<file path="config.mk">
export PLATFORM = sky130hd
export DESIGN_NAME = bsg_cgol_sched
export DESIGN_NICKNAME = d
export VERILOG_FILES = /design/src/rtl/bsg_cgol_sched_pkg.sv /design/src/rtl/bsg_cgol_rr_arb.sv /design/src/rtl/bsg_cgol_sched.sv
export SDC_FILE = /design/constraint.sdc
export NUM_CORES = 1
export LEC_CHECK = 0
export ABC_AREA = 1
export BUFFER_PORTS_ARGS = -buffer_cell sky130_fd_sc_hd__buf_2
export CORE_AREA = 2 2 156 158
export DETAILED_ROUTE_END_ITERATION = 6
export DIE_AREA = 0 0 158 160
export GPL_TIMING_DRIVEN = 0
export PLACE_DENSITY = 0.41
export SYNTH_ARGS = -nofsm -noshare
export SYNTH_HDL_FRONTEND = slang
export SYNTH_SLANG_ARGS = --single-unit
</file>
<file path="constraint.sdc">
create_clock -name clk_i -period 1.59 [get_ports clk_i]
set_input_delay 0.0795 -clock clk_i [delete_from_list [all_inputs] [get_ports clk_i]]
set_output_delay 0.0795 -clock clk_i [all_outputs]
set_load 0.01 [all_outputs]
</file>
<file path="src/rtl/bsg_cgol_sched_pkg.sv">
// Shared types and default parameter values for the CGOL job scheduler.
package bsg_cgol_sched_pkg;

  localparam int num_req_dp    = 2;
  localparam int data_width_dp = 64;
  localparam int in_words_dp   = 64;
  localparam int out_words_dp  = 64;
  localparam int timeout_dp    = 1048576;

  // Job lifecycle: arbitrate, stream job in, wait for engine, stream result out.
  typedef enum logic [1:0] {
    IDLE  = 2'd0,
    LOAD  = 2'd1,
    WAIT  = 2'd2,
    DRAIN = 2'd3
  } cgol_state_e;

  function automatic int max_int(input int a, input int b);
    return (a > b) ? a : b;
  endfunction

endpackage

</file>
<file path="src/rtl/bsg_cgol_rr_arb.sv">
// Combinational round-robin arbiter: the first requester at or after the
// pointer position (wrapping) wins; the grant is one-hot or all zero.
module bsg_cgol_rr_arb
  import bsg_cgol_sched_pkg::*;
#(
  parameter int num_req_p = num_req_dp,
  parameter int ptr_w_p   = 1
) (
  input  logic [num_req_p-1:0] i_req,
  input  logic [ptr_w_p-1:0]   i_rr_ptr,
  output logic [num_req_p-1:0] o_grant
);

  logic w_found;

  // Scan priority offsets from the pointer; index only with loop constants.
  always_comb begin
    o_grant = '0;
    w_found = 1'b0;
    for (int k = 0; k < num_req_p; k++) begin
      for (int j = 0; j < num_req_p; j++) begin
        if (!w_found && i_req[j] && (j == ((int'(i_rr_ptr) + k) % num_req_p))) begin
          o_grant[j] = 1'b1;
          w_found    = 1'b1;
        end
      end
    end
  end

endmodule

</file>
<file path="src/rtl/bsg_cgol_sched.sv">
// Shares one CGOL engine among num_req_p requesters, one whole job at a time.
// Optional watchdog on the WAIT state: define BSG_CGOL_SCHED_TIMEOUT_EN.
// Handshakes: a word moves on a rising clock edge where the sender's valid and
// the receiver's ready (or yumi) are both high; yumi is only raised while valid.
module bsg_cgol_sched
  import bsg_cgol_sched_pkg::*;
#(
  parameter int num_req_p    = num_req_dp,
  parameter int data_width_p = data_width_dp,
  parameter int in_words_p   = in_words_dp,
  parameter int out_words_p  = out_words_dp,
  parameter int timeout_p    = timeout_dp
) (
  input  logic                              clk_i,
  input  logic                              reset_n_i,
  input  logic [num_req_p-1:0]              req_v_i,
  input  logic [num_req_p*data_width_p-1:0] req_data_i,
  output logic [num_req_p-1:0]              req_ready_o,
  output logic [num_req_p-1:0]              req_v_o,
  output logic [num_req_p*data_width_p-1:0] req_data_o,
  input  logic [num_req_p-1:0]              req_yumi_i,
  output logic                              eng_v_o,
  output logic [data_width_p-1:0]           eng_data_o,
  input  logic                              eng_ready_i,
  input  logic                              eng_v_i,
  input  logic [data_width_p-1:0]           eng_data_i,
  output logic                              eng_yumi_o,
  output logic [num_req_p-1:0]              grant_o,
  output logic                              error_o,
  output logic [1:0]                        o_dbg_state
);

  localparam int ptr_w_lp = (num_req_p > 1) ? $clog2(num_req_p) : 1;
  localparam int cnt_w_lp = $clog2(max_int(in_words_p, out_words_p) + 1);
  localparam logic [cnt_w_lp-1:0] in_last_lp  = cnt_w_lp'(in_words_p - 1);
  localparam logic [cnt_w_lp-1:0] out_last_lp = cnt_w_lp'(out_words_p - 1);
  localparam logic [ptr_w_lp-1:0] ptr_last_lp = ptr_w_lp'(num_req_p - 1);

  cgol_state_e           r_state, w_state_next;
  logic [ptr_w_lp-1:0]   r_owner, r_rr_ptr, w_arb_idx;
  logic [num_req_p-1:0]  r_grant, w_arb_grant;
  logic [cnt_w_lp-1:0]   r_cnt;
  logic                  w_load_fire, w_drain_fire, w_load_done, w_drain_done;
  logic                  w_timeout;

  bsg_cgol_rr_arb #(.num_req_p(num_req_p), .ptr_w_p(ptr_w_lp)) u_arb (
    .i_req    (req_v_i),
    .i_rr_ptr (r_rr_ptr),
    .o_grant  (w_arb_grant)
  );

  // Encode the one-hot arbiter result so the rr pointer can be advanced later.
  always_comb begin
    w_arb_idx = '0;
    for (int i = 0; i < num_req_p; i++) begin
      if (w_arb_grant[i]) w_arb_idx = ptr_w_lp'(i);
    end
  end

  assign w_load_fire  = eng_v_o & eng_ready_i;
  assign w_drain_fire = eng_v_i & eng_yumi_o;
  assign w_load_done  = w_load_fire  && (r_cnt == in_last_lp);
  assign w_drain_done = w_drain_fire && (r_cnt == out_last_lp);

`ifdef BSG_CGOL_SCHED_TIMEOUT_EN
  localparam int wd_w_lp = $clog2(timeout_p + 1);
  localparam logic [wd_w_lp-1:0] wd_last_lp = wd_w_lp'(timeout_p - 1);

  logic [wd_w_lp-1:0] r_wd_cnt;
  logic               r_error;

  // A result arriving on the last allowed cycle still wins over the timeout.
  assign w_timeout = (r_state == WAIT) && !eng_v_i && (r_wd_cnt == wd_last_lp);

  // Watchdog counts WAIT cycles; the error flag stays set until reset.
  always_ff @(posedge clk_i or negedge reset_n_i) begin
    if (!reset_n_i) begin
      r_wd_cnt <= '0;
      r_error  <= 1'b0;
    end else begin
      if (r_state != w_state_next) r_wd_cnt <= '0;
      else if (r_state == WAIT)    r_wd_cnt <= r_wd_cnt + 1'b1;
      if (w_timeout) r_error <= 1'b1;
    end
  end

  assign error_o = r_error;
`else
  assign w_timeout = 1'b0;
  // Without the watchdog timeout_p has no effect and error_o is tied low.
  assign error_o = (timeout_p < 0);
`endif

  // State register.
  always_ff @(posedge clk_i or negedge reset_n_i) begin
    if (!reset_n_i) r_state <= IDLE;
    else            r_state <= w_state_next;
  end

  // Next-state logic: a granted job runs to completion without pre-emption.
  always_comb begin
    w_state_next = r_state;
    case (r_state)
      IDLE:    if (|req_v_i)     w_state_next = LOAD;
      LOAD:    if (w_load_done)  w_state_next = WAIT;
      WAIT:    if (eng_v_i)      w_state_next = DRAIN;
               else if (w_timeout) w_state_next = IDLE;
      DRAIN:   if (w_drain_done) w_state_next = IDLE;
      default:                   w_state_next = IDLE;
    endcase
  end

  // Owner, rr pointer and word counter; the counter restarts on every state change.
  always_ff @(posedge clk_i or negedge reset_n_i) begin
    if (!reset_n_i) begin
      r_owner  <= '0;
      r_grant  <= '0;
      r_rr_ptr <= '0;
      r_cnt    <= '0;
    end else begin
      if (r_state != w_state_next)           r_cnt <= '0;
      else if (w_load_fire || w_drain_fire) r_cnt <= r_cnt + 1'b1;

      if ((r_state == IDLE) && (|req_v_i)) begin
        r_owner <= w_arb_idx;
        r_grant <= w_arb_grant;
      end else if ((r_state != IDLE) && (w_state_next == IDLE)) begin
        r_grant  <= '0;
        r_rr_ptr <= (r_owner == ptr_last_lp) ? '0 : r_owner + 1'b1;
      end
    end
  end

  // Output steering: only the owner is connected to the engine, and only in LOAD/DRAIN.
  always_comb begin
    req_ready_o = '0;
    req_v_o     = '0;
    req_data_o  = '0;
    eng_v_o     = 1'b0;
    eng_data_o  = '0;
    eng_yumi_o  = 1'b0;
    for (int i = 0; i < num_req_p; i++) begin
      if (r_grant[i]) begin
        if (r_state == LOAD) begin
          eng_v_o        = req_v_i[i];
          eng_data_o     = req_data_i[i*data_width_p +: data_width_p];
          req_ready_o[i] = eng_ready_i;
        end else if (r_state == DRAIN) begin
          req_v_o[i]                                = eng_v_i;
          req_data_o[i*data_width_p +: data_width_p] = eng_data_i;
          eng_yumi_o                                = eng_v_i & req_yumi_i[i];
        end
      end
    end
  end

  assign grant_o     = r_grant;
  assign o_dbg_state = r_state;

endmodule

</file>
* After elaboration in Yosys (flattened, before gate mapping)
Cells that the tools add are included.
Operators by class: add/sub/neg operators 3, multiply operators 0, divide/modulo/power cells 0, order comparisons 0, eq/ne operators 6, shift-type cells 0, multiplexer cells 42, bitwise logic cells 6, reductions and logical operators 24
Operators with widths (count):
- 64-bit two-way mux | 8
- 32-bit zero test | 2
- 1-bit two-way mux | 25
- 7-bit two-way mux | 2
- 2-bit two-way mux | 6
- 1-bit logical AND | 11
- 2-bit case mux with 4 select lines | 1
- 7-bit by 1-bit adder with 7-bit output, second input constant | 1
- 7-bit by 6-bit equality test with 1-bit output, second input constant | 1
- 2-bit nonzero test | 3
- 1-bit AND | 4
- 2-bit equality test, second input constant | 2
- 2-bit zero test | 2
- 1-bit zero test | 3
- 1-bit adder, second input constant | 2
- 2-bit by 1-bit equality test with 1-bit output, second input constant | 1
- 2-bit equality test, first input constant | 1
- 2-bit inequality test | 1
- 2-bit AND reduction | 1
- 2-bit OR reduction | 1
- 1-bit AND, first input constant | 1
- 1-bit logical OR | 1
- 1-bit inverter | 1
Storage, ports and cells: bits in registers 13, latch bits 0, RAM bits 0, ROM bits 0, bits of input ports 200, logic and storage cells 86, memories 0

* Logic depth before layout (Yosys ltp)
Gate-level depths: netlist (run 1).
word-level depth 16, gate-level depth with buffers 11, gate-level depth less buffers 11

* Cells and area by module
From an unflattened synthesis (run 1), not the netlist that was laid out.
Second synthesis, totals: cell total of the unflattened synthesis 555, area total of the unflattened synthesis 2796.4 um2
Modules (own cells, without submodules):
- bsg_cgol_sched | instances 1, cells each 550, area an instance 2776.4 um2, seq. area each 325.3 um2
- bsg_cgol_rr_arb | instances 1, cells each 5, area an instance 20.0 um2, seq. area each 0.0 um2

* Worst setup path before layout (run 1)
Ideal clock, no wire load.
path kind reg2reg, from reg r_grant[1], in the netlist grant_o[1], to reg r_cnt[5], library setup time 117 ps, arrival 1472 ps, data required time 1473 ps, slack 2 ps, stages on the path, launching flop included 11, clock period less this slack 1588 ps, path through dfrtp_1 -> inv_2 -> buf_6 -> nor3_4 -> nand2_1 -> nand3_2 -> nand2_2 -> nor2_1 -> nand2_1 -> nand2_1 -> nor2_2
Between the ends: cells in the longest elaborated chain, start to end 7
RTL lines:
- from (decl) | RTL line bsg_cgol_sched.sv:41 | logic [num_req_p-1:0] r_grant, w_arb_grant;
- from (signal assigned) | RTL line bsg_cgol_sched.sv:126 | r_grant <= w_arb_grant;
- 1-bit two-way mux | RTL line bsg_cgol_sched.sv:143 | if (r_grant[i]) begin
- 1-bit AND (on tied branches) | RTL line bsg_cgol_sched.sv:61, bsg_cgol_sched.sv:60
- 1-bit logical AND (on tied branches) | RTL line bsg_cgol_sched.sv:63, bsg_cgol_sched.sv:62
- 2-bit two-way mux (on tied branches) | RTL line bsg_cgol_sched.sv:108, bsg_cgol_sched.sv:105
- 2-bit case mux with 4 select lines | RTL line bsg_cgol_sched.sv:103 | case (r_state)
- 2-bit inequality test | RTL line bsg_cgol_sched.sv:121 | if (r_state != w_state_next) r_cnt <= '0;
- 7-bit two-way mux or 2-bit nonzero test (tied branches)
- to (signal assigned) | RTL line bsg_cgol_sched.sv:122 | else if (w_load_fire || w_drain_fire) r_cnt <= r_cnt + 1'b1;
- to (decl) | RTL line bsg_cgol_sched.sv:42 | logic [cnt_w_lp-1:0] r_cnt;
Several ways; a longest one is shown, not always the timed one. A chain may end at the register's enable or synchronous reset.

* Final worst setup path (run 1)
from reg r_state[1], in the netlist o_dbg_state[1], to out eng_data_o[55]
Between the ends: cells in the longest elaborated chain, start to end 5
RTL lines:
- from (decl) | RTL line bsg_cgol_sched.sv:39 | cgol_state_e r_state, w_state_next;
- from (signal assigned) | RTL line bsg_cgol_sched.sv:97 | else r_state <= w_state_next;
- 2-bit by 1-bit equality test with 1-bit output * | RTL line bsg_cgol_sched.sv:144 | if (r_state == LOAD) begin
- 64-bit two-way mux | RTL line bsg_cgol_sched.sv:144
- 64-bit two-way mux | RTL line bsg_cgol_sched.sv:143
- 64-bit two-way mux | RTL line bsg_cgol_sched.sv:144
- 64-bit two-way mux * | RTL line bsg_cgol_sched.sv:143
- to (decl) | RTL line bsg_cgol_sched.sv:23 | output logic [data_width_p-1:0] eng_data_o,
Every way passes the cells marked *; elsewhere a longest branch is shown, timed or not.

==> impl_results.md, run 1 <==
* R2r startpoint: grant_o[1]
* Status: finished with violations
* First-pass GRT wire length at 29.4 mm
* Post-synthesis cell area at 2800 um^2
* Core ar. at 23,800 um^2
* CTS Buf Count at 3
* Share of cells above drive strength 1 at 0.657
* Critical path data required time at 1510 ps
* Drt pass-1 iters at 4
* I/O pin cnt at 403
* CP arrival at 1590 ps
* Global-route met3 utilization at 0.0195
* Maximum VDD drop at 0.244 mV
* Final setup violation count at 40
* Vias per cell at 4.12
* Critical Path Fanout Max at 7
* Area growth from synthesis to layout at 140%
* #FFs+latches synth at 13
* Remaining antenna violation count at 0
* Root Buffer: clkbuf_16
* Routed WL per cell at 16.5 um
* Via count at 5,369
* Syn Inst Count at 549
* DIE AREA at 25,300 um^2
* Syn Area/Cell at 5.11 um^2
* Final Cell Area at 6710 um^2
* Starting Density at 0.118
* Worst Setup Path Type: flop to output pin
* DPL Wire Length at 17.5 mm
* Total grt overflow at 0
* Area share of and/or/nand/nor cells after synthesis at 0.433
* RSZ-0062 raised after global routing: true
* # rows at 57
* Die width at 158 um
* Met2 usage at 0.309
* Gpl congestion at 0.790
* Setup WS post-layout at -74.9 ps
* Compound-gate portion of the synthesized area at 0.246
* Post-synthesis adder-cell area fraction at 0.00446
* Sink Count at 13
* Reg2reg setup slack at -20 ps
* Xor/xnor share of the synthesized area at 0.0125
* Final WL at 21.5 mm
* CP Capture Type: output pin
* Clock latency on the worst-skew pair at 250 ps
* Mux cell area share after synthesis at 0
* Gr busiest metal: met2
* Largest net degree at the start of global routing at 14
* Worst-path clk slew at 50 ps
* P_leak at 3.74 nW
* H-tree depth at 1
* Beginning of the worst hold path: eng_ready_i
* Largest family of logic cells by synthesized area: simple AND/OR/NAND/NOR gates
* Chip height at 160 um
* Max_cap viols at 0
* Final period util at 1.05
* GR met1 Demand/Resource at 0.161
* CTS Buffer Depth at 2
* 1st-iter DRT viols at 188
* HP Class: input pin to flop
* Ys Warns at 0
* GRT Util Overall at 0.152
* Nets@finish at 1,181
* Final hold vios at 0
* Power Total at 4.81 mW
* Placed inst area at 5220 um^2
* DR DRC count at 0
* Clk_skew at 2.66 ps
* Violated checks: negative setup slack
* Post-synthesis net count at 750
* Max Slew Vio Count at 0
* Fin crit period at 1660 ps
* Fmax at 601 MHz
* Sequential area share after synthesis at 0.116
* Startpoint types: flop
* Synth unique cells at 26
* Worst Setup SP: o_dbg_state[1]
* Initial antenna violation count at 2
* I/O Buffers at 401
* N_diodes at 0
* CTS tree: done
* Power Density at 717 nW/um^2
* Vias in the first global route at 5,200
* DP Worst Slack at -791 ps
[logic make-up (layout without fill, tap and decap cells)]
group           after synthesis  after routing
compound gates              136            136
xor+xnor                      4              4
fa+ha+maj                     1              1
buf+inv                     137            567
flops                        13             13
other cells                   1              1
simple gates                257            257
[critical path, cell delays in order (launching register included)]
cell       delay (ps)
dfrtp_2           450
nor2_4            150
buf_8             140
buf_6             130
clkbuf_16         150
o21ai_2            50
nor2_1            120
buf_2             150
[flip-flops by register name, summed over array words and instances (netlist names)]
name	cells
grant_o	2
o_dbg_state	2
r_cnt	7
r_owner	1
r_rr_ptr	1
[path summary, 6_finish.rpt]
| check | to | cells past startpoint |
|---|---|---|
| min reg2reg | r_rr_ptr | 1 |
| max | eng_data_o[55] | 7 |
| min in group asynchronous | grant_o[0] | 2 |
| max in group asynchronous | o_dbg_state[1] | 2 |
| max reg2reg | r_cnt[5] | 10 |
| min | o_dbg_state[1] | 3 |
[Yosys cell counts]
cell	instances	area [um^2]
a21oi_1	65	325
nor3_1	131	656
ha_1	1	12.5
o21ai_0	69	345
xor2_1	4	35.0
nor2_1	69	259
dfrtp_1	13	325
buf_6	1	11.3
nand4_2	1	12.5
o22ai_1	1	6.26
clkbuf_1	54	203
inv_2	2	7.51
nand4_1	1	6.26
nor2_2	9	56.3
nand2_1	31	116
inv_1	78	293
buf_1	1	3.75
nand2_4	1	11.3
o21bai_2	1	11.3
conb_1	1	3.75
nand3_1	8	40.0
nor3_2	1	10.0
nand3_2	1	10.0
nand2_2	3	18.8
buf_4	1	7.51
nor3_4	1	16.3
[cell usage in the layout (no fill, tap or decap), types with 2 or more instances in the layout]
cell	n
xor2_2	3
nor3_1	48
o21ai_2	21
dfrtp_1	9
inv_2	2
nand2_2	9
a21oi_1	60
nand2_1	22
nor2_4	3
buf_6	18
clkbuf_4	10
buf_4	33
a21oi_2	5
o21ai_0	32
o21ai_1	13
clkbuf_16	6
o21ai_4	3
buf_12	2
dfrtp_2	4
nand3_2	3
nand3_1	5
nor3_2	66
nor2_2	11
buf_2	396
nor3_4	19
nor2_1	64
nand2_4	4
buf_8	11
inv_1	77
clkbuf_2	7
clkbuf_8	2
[through the flow]
| stage | TNS, ps | std cells | utilization | hold slack (ps) |
|---|---|---|---|---|
| after floorplan | 0 | 549 | - | -216 |
| after global placement | -75020 | 1274 | 0.219 | 4.55 |
| after detailed placement | -75430 | 1274 | 0.219 | 3.38 |
| after CTS | -6630 | 1293 | 0.249 | 147 |
| after global routing | -7850 | 1303 | 0.282 | 142 |
| final | -1050 | 1303 | 0.282 | 145 |
[final cells by class]
type                    instances  area (um^2)
plain buffers                  56          557
clock buffers                   4         78.8
fillers                      2818        17100
inverters                      80          305
multi-input cells             399         2730
flip-flops and latches         13          330
well taps                     324          405
repair buffers                427         2300
[where the power goes]
| part | switching [mW] | internal, mW |
|---|---|---|
| clock | 0.146 | 0.339 |
| combinational | 2.36 | 1.53 |
| sequential | 0.0499 | 0.386 |
[timing repair]
item	in CTS	in global routing
endpoints found under the hold margin	13	0
endpoints found under the setup margin	204	196
cloned	2	3
hold buffers	1	0
resized for setup	184	215
pin swaps	16	41
buffers inserted	12	9
[metal layers]
metal | vias up | wire length (um)
li1 | 2673 | -
met1 | 2399 | 7870
met2 | 270 | 11800
met3 | 23 | 1510
met4 | 4 | 325
met5 | - | 27
Note: power is estimated with default switching activity, not from simulation.
==> inputs of run 2 (changes only) <==
--- a/config.mk
+++ b/config.mk
@@ -12,6 +12,7 @@
 export DIE_AREA = 0 0 158 160
 export GPL_TIMING_DRIVEN = 0
 export PLACE_DENSITY = 0.41
+export SETUP_SLACK_MARGIN = 0.05
 export SYNTH_ARGS = -nofsm -noshare
 export SYNTH_HDL_FRONTEND = slang
 export SYNTH_SLANG_ARGS = --single-unit
==> impl_results.md, run 2 (same netlist as run 1, synthesis figures left out) <==
* Reg-to-reg endpoint: r_cnt[1] (was r_cnt[5])
* Fillers at 2,640 (was 2,818)
* HP Class: input pin to flop (unchanged)
* CTS Buf Count at 3 (unchanged)
* Final period util at 1.07 (was 1.05)
* Clock latency on the worst-skew pair at 240 ps (was 250 ps)
* # rows at 57 (unchanged)
* Worst-path clk slew at 50 ps (about the same)
* RSZ-0062 raised after global routing: true (unchanged)
* CP Capture Type: flop (was output pin)
* Reg2reg setup slack at -110 ps (was -20 ps)
* Setup WS post-layout at -106 ps (was -74.9 ps)
* Chip height at 160 um (unchanged)
* Fin crit period at 1700 ps (was 1660 ps)
* Placed Instances at 1,274 (unchanged)
* DR DRC count at 0 (unchanged)
* Area occupied by multi-input gates at 3340 um^2 (was 2730 um^2)
* I/O pin cnt at 403 (unchanged)
* Share of cells above drive strength 1 at 0.725 (was 0.657)
* Depth of the worst register-to-register path at 9 (was 10)
* Finished Layout Cells at 1,321 (was 1,303)
* Worst hold slack at 147 ps (was 145 ps)
* Total grt overflow at 0 (unchanged)
* Drt pass-1 iters at 4 (unchanged)
* Beginning of the worst hold path: eng_ready_i (unchanged)
* Power Total at 5.11 mW (was 4.81 mW)
* Commonest non-fill, non-tap cells in the layout: buf_2 (390), inv_1 (76), nor3_4 (66) (was buf_2 (396), inv_1 (77), nor3_2 (66))
* Power Density at 644 nW/um^2 (was 717 nW/um^2)
* First-pass GRT wire length at 31.0 mm (was 29.4 mm)
* Clk_skew at 3.54 ps (was 2.66 ps)
* DPL Wire Length at 18.1 mm (was 17.5 mm)
* Routed WL per cell at 17.7 um (was 16.5 um)
* Critical Path Fanout Max at 7 (unchanged)
* Commonest non-fill, non-tap cell in the layout: buf_2 (unchanged)
* FF+latch area at 330 um^2 (unchanged)
* Maximum VDD drop at 0.379 mV (was 0.244 mV)
* GRT Util Overall at 0.162 (was 0.152)
* Max Slew Vio Count at 0 (unchanged)
* Fmax at 590 MHz (was 601 MHz)
* P_leak at 4.34 nW (was 3.74 nW)
* Max reg flops at 7 (unchanged)
* Max_slew headroom at 0.507
* H-tree depth at 1 (unchanged)
* CP arrival at 1830 ps (was 1590 ps)
* Worst Max-Slew Pin Slew at 732 ps
* Nets@finish at 1,197 (was 1,181)
* DIE AREA at 25,300 um^2 (unchanged)
* Starting Density at 0.118 (unchanged)
* Area growth from synthesis to layout at 183% (was 140%)
* Vias in the first global route at 5,271 (was 5,200)
* Final WL at 23.4 mm (was 21.5 mm)
* Sink Count at 13 (unchanged)
* Max_cap viols at 0 (unchanged)
* Largest Register: r_cnt (unchanged)
* Violated checks: negative setup slack (unchanged)
* Core ar. at 23,800 um^2 (unchanged)
* Largest net degree at the start of global routing at 14 (unchanged)
* Final hold vios at 0 (unchanged)
* Status: finished with violations (unchanged)
* Remaining antenna violation count at 0 (unchanged)
* Via count at 5,558 (was 5,369)
* Gpl congestion at 0.799 (was 0.790)
* CTS Buffer Depth at 2 (unchanged)
* Die width at 158 um (unchanged)
* Initial antenna violation count at 6 (was 2)
* Final setup violation count at 108 (was 40)
* Endpoint, Worst Hold: o_dbg_state[1] (unchanged)
* I/O Buffers at 401 (unchanged)
* CTS tree: done (unchanged)
* WHS Path Cells at 3 (unchanged)
* R2r startpoint: o_dbg_state[1] (was grant_o[1])
* Startpoint types: flop (unchanged)
* Critical path data required time at 1720 ps (was 1510 ps)
* Vias per cell at 4.21 (was 4.12)
* 1st-iter DRT viols at 219 (was 188)
* Worst Setup Path Type: flop to flop (was flop to output pin)
* Root Buffer: clkbuf_16 (unchanged)
==> run 2: cell count changes in the layout (fill, tap and decap cells not counted), moves of 16 or more <==
cell       delta
buf_4        -16
clkbuf_16    +17
nor3_1       -46
nor3_4       +47
o21ai_0      -25
o21ai_2      +24
==> run 2: how the worst max path moves through the flow <==
stage	slack, ps	endpoint	from
2_1_floorplan	60	r_cnt[5]	o_dbg_state[0]
3_3_place_gp	-740	eng_data_o[54]	o_dbg_state[0]
3_5_place_dp	-710	eng_data_o[54]	o_dbg_state[0]
4_1_cts	-120	eng_data_o[6]	o_dbg_state[0]
5_1_grt	-190	r_cnt[1]	o_dbg_state[0]
6_report	-110	r_cnt[1]	o_dbg_state[1]
==> run 2: critical path, cell delays in order, from the launching register on <==
cell and delay [ps]:
dfrtp_2 450, nor2_4 180, buf_6 130, nand2_4 40, nor2_4 130, nand3_2 90, nand2_2 110, nand4_1 210
nand2_8 190, nor2_4 50
==> run 2: metal layers <==
metal	track usage	wire length, um	vias up
met5	0	57	-
met4	0.0360	524	8
met3	0.0247	1600	31
met2	0.328	12900	273
met1	0.171	8360	2510
li1	-	-	2736
==> run 2: what timing repair did <==
action | CTS | global route
hold buffers | 1 | 0
resized for setup | 276 | 291
setup endpoints to repair | 203 | 205
setup buffers | 15 | 6
hold endpoints to repair | 13 | 0
cloned | 13 | 7
pin swaps | 26 | 47
==> run 2: cell type report <==
| class | count | share of cell area |
|---|---|---|
| Antenna cell | 2 | 0.000630 |
| Tap cell | 324 | 0.0510 |
| Sequential cell | 13 | 0.0416 |
| Clock buffer | 4 | 0.00992 |
| Timing Repair Buffer | 441 | 0.339 |
| Multi-Input combinational cell | 400 | 0.421 |
| Inverter | 80 | 0.0384 |
| Buffer | 57 | 0.0983 |
==> run 2: metrics by stage <==
stage,setup TNS (ps),util,cell area [um^2],setup WS (ps)
2_1_floorplan,0,-,2810,59.1
3_3_place_gp,-77050,0.219,5220,-736
3_5_place_dp,-76440,0.219,5220,-708
4_1_cts,-7240,0.276,6580,-122
5_1_grt,-14600,0.333,7940,-191
6_report,-3230,0.333,7940,-106
==> run 2: power breakdown <==
group          total [mW]  internal [mW]  leakage (nW)  switching [mW]
registers           0.437          0.386         0.166          0.0509
clock network       0.479          0.339        0.0382           0.140
logic                4.20           1.59          4.13            2.61
